## src/rtl/mem_port_sequencer.sv

```systemverilog
// mem_port_sequencer: frame sequencer for one shared image RAM port.
// Walks LOAD -> PROC -> UNLOAD -> DONE and registers the RAM port from whichever side owns it.
// The processor is gated by a registered clock enable, never by a muxed clock.
module mem_port_sequencer #(
  parameter int unsigned ADDR_W       = 18,
  parameter int unsigned DATA_W       = 8,
  parameter int unsigned LOAD_BYTES   = 65536,
  parameter int unsigned PROC_TIMEOUT = 16777215
) (
  input  logic              clk,
  input  logic              rst,
  input  logic              uart_wr,
  input  logic [ADDR_W-1:0] uart_addr,
  input  logic [DATA_W-1:0] uart_din,
  input  logic              pro_wr,
  input  logic [ADDR_W-1:0] pro_addr,
  input  logic [DATA_W-1:0] pro_din,
  input  logic              pro_finish,
  input  logic [ADDR_W-1:0] tx_addr,
  input  logic              tx_end,
  output logic              pro_start,
  output logic              pro_ce,
  output logic              tx_start,
  output logic              mem_wr,
  output logic [ADDR_W-1:0] mem_addr,
  output logic [DATA_W-1:0] mem_din,
  output logic [1:0]        state,
  output logic [ADDR_W:0]   load_cnt,
  output logic              timeout_err
);

  localparam int unsigned CNT_W = ADDR_W + 1;
  localparam int unsigned WD_W  = (PROC_TIMEOUT > 1) ? $clog2(PROC_TIMEOUT) : 1;

  typedef enum logic [1:0] {
    ST_LOAD   = 2'b00,
    ST_PROC   = 2'b01,
    ST_UNLOAD = 2'b10,
    ST_DONE   = 2'b11
  } state_e;

  state_e              state_q, state_d;
  logic [CNT_W-1:0]    load_cnt_q, load_cnt_d;
  logic [WD_W-1:0]     wdog_q, wdog_d;
  logic                timeout_err_q, timeout_err_d;
  logic                pro_start_q, pro_start_d;
  logic                pro_ce_q, pro_ce_d;
  logic                tx_start_q, tx_start_d;
  logic                mem_wr_q, mem_wr_d;
  logic [ADDR_W-1:0]   mem_addr_q, mem_addr_d;
  logic [DATA_W-1:0]   mem_din_q, mem_din_d;

  logic last_byte;
  logic wdog_expired;

  assign last_byte    = (load_cnt_q == CNT_W'(LOAD_BYTES - 1));
  assign wdog_expired = (PROC_TIMEOUT != 0) && (wdog_q == WD_W'(PROC_TIMEOUT - 1));

  // Next-state, port mux and strobe generation
  always_comb begin
    state_d       = state_q;
    load_cnt_d    = load_cnt_q;
    wdog_d        = wdog_q;
    timeout_err_d = timeout_err_q;
    mem_wr_d      = 1'b0;
    mem_addr_d    = mem_addr_q;
    mem_din_d     = mem_din_q;

    case (state_q)
      ST_LOAD: begin
        mem_wr_d   = uart_wr;
        mem_addr_d = uart_addr;
        mem_din_d  = uart_din;
        if (uart_wr) begin
          load_cnt_d = load_cnt_q + CNT_W'(1);
          if (last_byte) begin
            state_d = ST_PROC;
            wdog_d  = '0;
          end
        end
      end
      ST_PROC: begin
        mem_wr_d   = pro_wr;
        mem_addr_d = pro_addr;
        mem_din_d  = pro_din;
        if (pro_finish) begin
          state_d = ST_UNLOAD;
        end else if (wdog_expired) begin
          state_d       = ST_UNLOAD;
          timeout_err_d = 1'b1;
        end else begin
          wdog_d = wdog_q + WD_W'(1);
        end
      end
      ST_UNLOAD: begin
        mem_addr_d = tx_addr;
        mem_din_d  = '0;
        // tx_end coinciding with the tx_start pulse belongs to a stale frame
        if (tx_end && !tx_start_q) begin
          state_d = ST_DONE;
        end
      end
      default: begin
        // First byte of the next frame restarts the sequence and is kept
        if (uart_wr) begin
          mem_wr_d      = 1'b1;
          mem_addr_d    = uart_addr;
          mem_din_d     = uart_din;
          load_cnt_d    = CNT_W'(1);
          timeout_err_d = 1'b0;
          wdog_d        = '0;
          state_d       = (LOAD_BYTES == 1) ? ST_PROC : ST_LOAD;
        end
      end
    endcase

    pro_start_d = (state_d == ST_PROC) && (state_q != ST_PROC);
    pro_ce_d    = (state_d == ST_PROC);
    tx_start_d  = (state_d == ST_UNLOAD) && (state_q != ST_UNLOAD);
  end

  // State and output registers
  always_ff @(posedge clk or posedge rst) begin
    if (rst) begin
      state_q       <= ST_LOAD;
      load_cnt_q    <= '0;
      wdog_q        <= '0;
      timeout_err_q <= 1'b0;
      pro_start_q   <= 1'b0;
      pro_ce_q      <= 1'b0;
      tx_start_q    <= 1'b0;
      mem_wr_q      <= 1'b0;
      mem_addr_q    <= '0;
      mem_din_q     <= '0;
    end else begin
      state_q       <= state_d;
      load_cnt_q    <= load_cnt_d;
      wdog_q        <= wdog_d;
      timeout_err_q <= timeout_err_d;
      pro_start_q   <= pro_start_d;
      pro_ce_q      <= pro_ce_d;
      tx_start_q    <= tx_start_d;
      mem_wr_q      <= mem_wr_d;
      mem_addr_q    <= mem_addr_d;
      mem_din_q     <= mem_din_d;
    end
  end

  assign state       = state_q;
  assign load_cnt    = load_cnt_q;
  assign timeout_err = timeout_err_q;
  assign pro_start   = pro_start_q;
  assign pro_ce      = pro_ce_q;
  assign tx_start    = tx_start_q;
  assign mem_wr      = mem_wr_q;
  assign mem_addr    = mem_addr_q;
  assign mem_din     = mem_din_q;

endmodule

```

## config.mk

```make
export PLATFORM = sky130hd
export DESIGN_NAME = mem_port_sequencer
export DESIGN_NICKNAME = d
export VERILOG_FILES = /design/src/rtl/mem_port_sequencer.sv
export SDC_FILE = /design/constraint.sdc
export NUM_CORES = 1
export LEC_CHECK = 0
export CORE_ASPECT_RATIO = 1.4
export CORE_MARGIN = 3
export CORE_UTILIZATION = 63
export CTS_CLUSTER_DIAMETER = 60
export CTS_CLUSTER_SIZE = 40
export DETAILED_ROUTE_END_ITERATION = 8
export DONT_BUFFER_PORTS = 1
export PLACE_DENSITY = 0.87
export SKIP_CTS_REPAIR_TIMING = 1
export SYNTH_ARGS = -nofsm -noshare
export SYNTH_HDL_FRONTEND = slang
export SYNTH_SLANG_ARGS = --single-unit
```

## constraint.sdc

```tcl
create_clock -name clk -period 3.54 [get_ports clk]
set_input_delay 1.062 -clock clk [delete_from_list [all_inputs] [get_ports clk]]
set_output_delay 1.062 -clock clk [all_outputs]
set_load 0.1 [all_outputs]
```

==> results of run 1 <==
==> through the flow <==
stage	hold slack, ns	utilization	setup slack, ns
after floorplan	0.505	-	0.540
after global placement	0.527	0.682	0.813
after detailed placement	0.560	0.682	0.709
after CTS	0.578	0.721	0.837
after global routing	0.605	0.721	0.540
final	0.574	0.721	0.874
==> flip-flops by register name, summed over array words and instances, names as in the netlist <==
signal       count
pro_ce           1
timeout_err      1
mem_din          8
load_cnt        19
tx_start         1
wdog_q          24
mem_wr           1
mem_addr        18
pro_start        1
state            2
==> worst max path at each step <==
stage                      startpoint           to  slack (ns)  cells past startpoint
after floorplan                   rst  load_cnt[0]        0.54                      1
after global placement        uart_wr   wdog_q[15]        0.81                      6
after detailed placement      uart_wr    wdog_q[4]        0.71                      6
after CTS                 load_cnt[1]    wdog_q[4]        0.84                      8
after global routing      load_cnt[1]   wdog_q[21]        0.54                      8
final                     load_cnt[0]   wdog_q[21]        0.87                      8
==> power groups by stage <==
stage / Sequential (mW) / Clock, mW / Combinational, mW
finish: 2.33 / 0.794 / 1.44
global route: 2.36 / 0.841 / 1.62
CTS: 2.33 / 0.801 / 1.45
detailed placement: 2.35 / 0 / 1.44
global placement: 2.34 / 0 / 1.38
floorplan: 2.51 / 0 / 0.952
==> layer usage <==
metal  GRT usage  routed length [um]  up-vias
met3      0.0755                 759       20
met1       0.302                3750     1705
met2       0.516                5440      144
met5           0                   0        -
li1            -                   -     1652
met4       0.113                 225        0
==> worst register-to-register path, cell delays in order, from the launching register on <==
cell	delay, ns
dfrtp_1	0.33
buf_4	0.31
ha_1	0.24
and2_1	0.22
nand4_1	0.19
o31ai_2	0.22
buf_4	0.21
and3_1	0.67
nor2_1	0.14
==> layout make-up <==
| cell class | count | area, um^2 |
|---|---|---|
| Multi-Input combinational cell | 350 | 2020 |
| Sequential cell | 76 | 1900 |
| Fill cell | 455 | 1750 |
| Timing Repair Buffer | 27 | 215 |
| Clock buffer | 10 | 128 |
| Clock inverter | 6 | 111 |
| Tap cell | 72 | 90.1 |
| Inverter | 10 | 37.5 |
==> cells in the mapped netlist, types with 2 or more instances <==
cell type | count | area share
a21oi_1 | 20 | 0.025
a22oi_1 | 18 | 0.033
a31oi_1 | 4 | 0.0061
and2_1 | 2 | 0.0031
and3_1 | 6 | 0.0092
and4_1 | 3 | 0.0065
buf_1 | 5 | 0.0046
buf_2 | 4 | 0.0049
buf_4 | 2 | 0.0037
clkbuf_1 | 14 | 0.013
dfrtp_1 | 76 | 0.47
ha_1 | 7 | 0.021
inv_1 | 10 | 0.0092
nand2_1 | 77 | 0.071
nand2b_1 | 2 | 0.0031
nand3_1 | 17 | 0.021
nand3b_1 | 2 | 0.0037
nand4_1 | 16 | 0.025
nor2_1 | 34 | 0.031
nor2b_1 | 9 | 0.014
nor3_1 | 9 | 0.011
nor4_1 | 5 | 0.0077
nor4b_2 | 3 | 0.011
o21ai_0 | 61 | 0.075
o31ai_1 | 4 | 0.0074
or3_1 | 10 | 0.015
or4_1 | 2 | 0.0037
xnor2_1 | 9 | 0.019
xor2_1 | 16 | 0.034
==> cells by family after synthesis <==
kind of cell	share of synthesized area
AND/OR/NAND/NOR	0.262
AO/OA/AOI/OAI	0.158
flip-flops	0.467
buffers and inverters	0.0381
XOR/XNOR	0.0537
adder cells (fa/ha/maj)	0.0215
==> run summary, run 1 <==
FF-to-FF Start -> load_cnt[0]
Yosys warning total -> 0
Reg2Reg Setup Slack -> 0.87 ns
Slew @ Worst Pin -> 0.972 ns
Async S/R FF share, synth -> 1.00
Setup Skew -> 0.0100 ns
Final count of pins violating max slew -> 0
Setup TNS -> 0 ns
Post-DRT Antenna Nets -> 0
GRT overflow -> 0
Area grow syn2layout -> 10.6%
Sequential group share of total power -> 0.511
Sink Count -> 76
Antenna Cells -> 0
R2R depth -> 8
Hold Crit Start -> wdog_q[7]
Initial Utilization -> 0.651
Static leakage -> 1.92 nW
Commonest non-fill, non-tap cell in the layout -> nand2_1
Post-synth EDFFs -> 0
Slowest CP cell -> and3_1
Crit path DAT -> 2.87 ns
RSZ-0062 raised after global routing -> no
CP cell instances -> buf_4, ha_1, and2_1, nand4_1, o31ai_2, buf_4, and3_1, nor2_1
DRT iter0 DRCs -> 202
CTS H-tree lvls -> 3
Die H -> 101 um
Layout cells sized above 1 -> 0.119
Crit-path max cell delay -> 0.67 ns
Tmin final -> 2.67 ns
Yosys cell types -> 44
Startpoint Class -> register
Syn nets -> 545
Remaining DRCs -> 0
Most frequent cells in the layout -> 77 x nand2_1, 76 x dfrtp_1, 61 x o21ai_0
Via-to-Cell Ratio -> 6.39
Worst Path Required -> 3.74 ns
Initial antenna violation count -> 0
Die W -> 74.0 um
Placed inst area -> 4270 um^2
Power consumption -> 4.57 mW
Routed WL -> 10.2 mm
Non-filler instance count after layout -> 551
Hold path endpoint -> wdog_q[7]
CTS Buf Count -> 9
Switching Fraction -> 0.578
DR vias -> 3521
Power Density -> 1010 nW/um^2
Combinational Power Share -> 0.316
Psw -> 2.64 mW
Area of the mapped netlist -> 4070 um^2
Total GRT Usage -> 0.283
Final HPWL DP -> 7.43 mm
Nets -> 557
Placer Congestion -> 0.930
Power Internal -> 1.93 mW
Number of core rows -> 34
Crit path max fanout -> 22
CTS tree -> built
Wirelength per Cell -> 18.5 um
Port Buf Inserts -> 0
Setup-failing EPs final -> 0
Worst Hold Depth -> 2
Root Buffer -> clkbuf_8
Worst skew pair latency -> 0.35 ns
Crit end category -> register
Synth Flop Type -> dfrtp_1
Critical R2R Capture -> wdog_q[21]
Status -> finished, final reports clean
CP delay by family, top -> simple AND/OR/NAND/NOR gates
Vias in the first global route -> 3567
Synth Register Bits -> 76
Critical path type -> reg2reg
First-pass DRT Iterations -> 4
Worst vdd ir -> 613 uV
Die area -> 7480 um^2
MaxCap Viol Count -> 0
Clock power share -> 0.174
Cells after Synth -> 462
Design Area, Final -> 4510 um^2
WP buf/inv -> 2
CORE AREA -> 6250 um^2
Hold WC Path Type -> reg2reg
First-pass GRT wire length -> 16.4 mm
Slew HR -> 0.352
IO Count -> 128
Final period util -> 0.753
Placed Instances -> 535
Mean Syn Cell Area -> 8.82 um^2
Most frequent CP cell -> buf_4
FMAX -> 375 MHz
Sequential-to-total area share from yosys stat -> 0.467
Clock tree buffer depth -> 2
Largest net degree at the start of global routing -> 53
Final hold vios -> 0
Clock-pin slew on the worst setup and hold paths -> 0.08 ns
No activity file was read; power rests on OpenSTA's default activity.
==> inputs of run 2 (changes only) <==
CORE_UTILIZATION = 57   (was 63)
PLACE_DENSITY = 0.83   (was 0.87)
clock period = 2.2 ns   (was 3.54 ns; I/O delays follow)
==> run 2 against run 1 <==
Against the previous run:
- setup slack got worse by 0.86 ns
- fmax rose by 22%
- largest cell class unchanged
- non-clock buffer count up 55
- clock skew is essentially flat
- clock power grew 75%
- sequential share of layout area fell by 5.3 points
- highest routed layer unchanged
- die area increased by 9.8%
- critical endpoint is now load_cnt[17]
- wire length grew 21%
==> run summary, run 2 (synthesized netlist as in run 1, its figures left out) <==
Startpoint Class -> register
Die area -> 8210 um^2 (+9.8%)
Switching Fraction -> 0.543 (-0.0351)
Status -> finished, final reports clean
Setup-failing EPs final -> 0 (unchanged)
Commonest non-fill, non-tap cell in the layout -> nand2_1
Area grow syn2layout -> 29.6%
Final period util -> 0.993 (+0.240)
Port Buf Inserts -> 0 (unchanged)
Final count of pins violating max slew -> 0 (unchanged)
Crit path DAT -> 2.48 ns (-0.39 ns)
Critical path depth -> 7 (-1)
Slew HR -> 0.671 (+0.319)
WP buf/inv -> 2 (unchanged)
Slowest CP cell -> or4_4
Sink Count -> 76 (unchanged)
Worst vdd ir -> 924 uV (+51%)
Antenna Cells -> 0 (unchanged)
Clock tree buffer depth -> 2 (unchanged)
Hold WS -> 0.185 ns (-0.389 ns)
Slew @ Worst Pin -> 0.492 ns (-0.480 ns)
Psw -> 4.63 mW (+75%)
R2R depth -> 7 (-1)
Post-place setup slack -> -0.109 ns (-0.817 ns)
Die W -> 77.5 um (+4.7%)
Power consumption -> 8.54 mW (+87%)
CP delay by family, top -> simple AND/OR/NAND/NOR gates
Total GRT Usage -> 0.289 (+0.00602)
Final worst slack -> 0.0145 ns (-0.859 ns)
Non-filler instance count after layout -> 626 (+14%)
First-pass DRT Iterations -> 5 (+1)
RSZ-0062 raised after global routing -> yes
Placed Instances -> 605 (+13%)
Number of core rows -> 35 (+2.9%)
CP cell instances -> buf_6, inv_6, ha_4, nand2b_4, or4_4, or3_4, a21oi_2
Placer Congestion -> 0.861 (-7.4%)
Met1 Use GR -> 0.307 (+0.00455)
Met2 Usage GRT -> 0.530 (+0.0139)
Most frequent cells in the layout -> 77 x nand2_1, 75 x buf_4, 61 x o21ai_0
FMAX -> 458 MHz (+22%)
Layout cells sized above 1 -> 0.305 (+0.186)
Via-to-Cell Ratio -> 6.25 (-2.1%)
CTS tree -> built
CTS Buf Count -> 9 (unchanged)
DRT iter0 DRCs -> 295 (+46%)
First-pass GRT wire length -> 18.7 mm (+14%)
Crit-path max cell delay -> 0.56 ns (-0.11 ns)
IO Count -> 128 (unchanged)
Post-DRT Antenna Nets -> 0 (unchanged)
Critical path type -> reg2reg
Design Area, Final -> 5280 um^2 (+17%)
Worst Path Required -> 2.49 ns (-1.25 ns)
Placed inst area -> 4840 um^2 (+13%)
Clock power share -> 0.163 (-0.011)
Crit path max fanout -> 6 (-73%)
Vias in the first global route -> 3894 (+9.2%)
Busiest grt layer -> met2
Static leakage -> 2.28 nW (+18%)
Hold WC Path Type -> in2async
Setup crit start -> state[0]
Initial Utilization -> 0.604 (-0.0474)
Crit end category -> register
Final hold vios -> 0 (unchanged)
Power Density -> 1620 nW/um^2 (+59%)
Most flop-heavy register -> wdog_q
Power Internal -> 3.91 mW (+100%)
Tmin final -> 2.19 ns (-0.481 ns)
GRT overflow -> 0 (unchanged)
CORE AREA -> 6740 um^2 (+7.8%)
Setup Skew -> 0.0105 ns (+0.000497 ns)
Met3 Use GR -> 0.0644 (-0.0111)
MaxCap Viol Count -> 0 (unchanged)
Routed WL -> 12.3 mm (+21%)
Root Buffer -> clkbuf_8
DR vias -> 3915 (+11%)
Nets -> 612 (+9.9%)
Setup TNS -> 0 ns (unchanged)
Initial antenna violation count -> 0 (unchanged)
Final core utilization -> 0.783 (+0.0622)
Final HPWL DP -> 8.29 mm (+12%)
Remaining DRCs -> 0 (unchanged)
FF-to-FF Start -> state[0]
Largest net degree at the start of global routing -> 53 (unchanged)
Sequential group share of total power -> 0.225 (-0.286)
Worst skew pair latency -> 0.36 ns (about the same)
Clock-pin slew on the worst setup and hold paths -> 0.08 ns (about the same)
Die H -> 106 um (+4.8%)
Max reg flops -> 24 (unchanged)
Combinational Power Share -> 0.612 (+0.296)
Wirelength per Cell -> 19.6 um (+6.1%)
CTS H-tree lvls -> 3 (unchanged)
-- run 2: routing by layer --
metal	wire, um	vias to the layer above
met5	0	-
met4	342	0
met3	834	46
met2	6710	220
met1	4390	1884
li1	-	1765
-- run 2: final cells by class --
cell class,instances,area (um^2)
fill,407,1460
timing repair buffer,82,668
clock buffer,9,124
inverter,10,48.8
clock inverter,7,139
multi-input combinational,350,2230
tap,92,115
sequential,76,1950
-- run 2: path summary, 6_finish.rpt --
check,to,slack (ns)
setup reg to reg,load_cnt[17],0.01
hold reg to reg,mem_din[2],0.49
min in group clk,timeout_err,0.42
setup / recovery,load_cnt[17],0.01
hold / removal,load_cnt[3],0.19
max in group asynchronous,wdog_q[11],1.37
-- run 2: power by group through the flow --
stage | registers, mW | clock network (mW) | logic (mW)
after floorplan | 4.09 | 0 | 1.69
after global placement | 1.91 | 0 | 4.85
after detailed placement | 1.93 | 0 | 4.99
after CTS | 1.90 | 1.40 | 5.02
after global routing | 1.96 | 1.46 | 5.52
final | 1.92 | 1.39 | 5.23
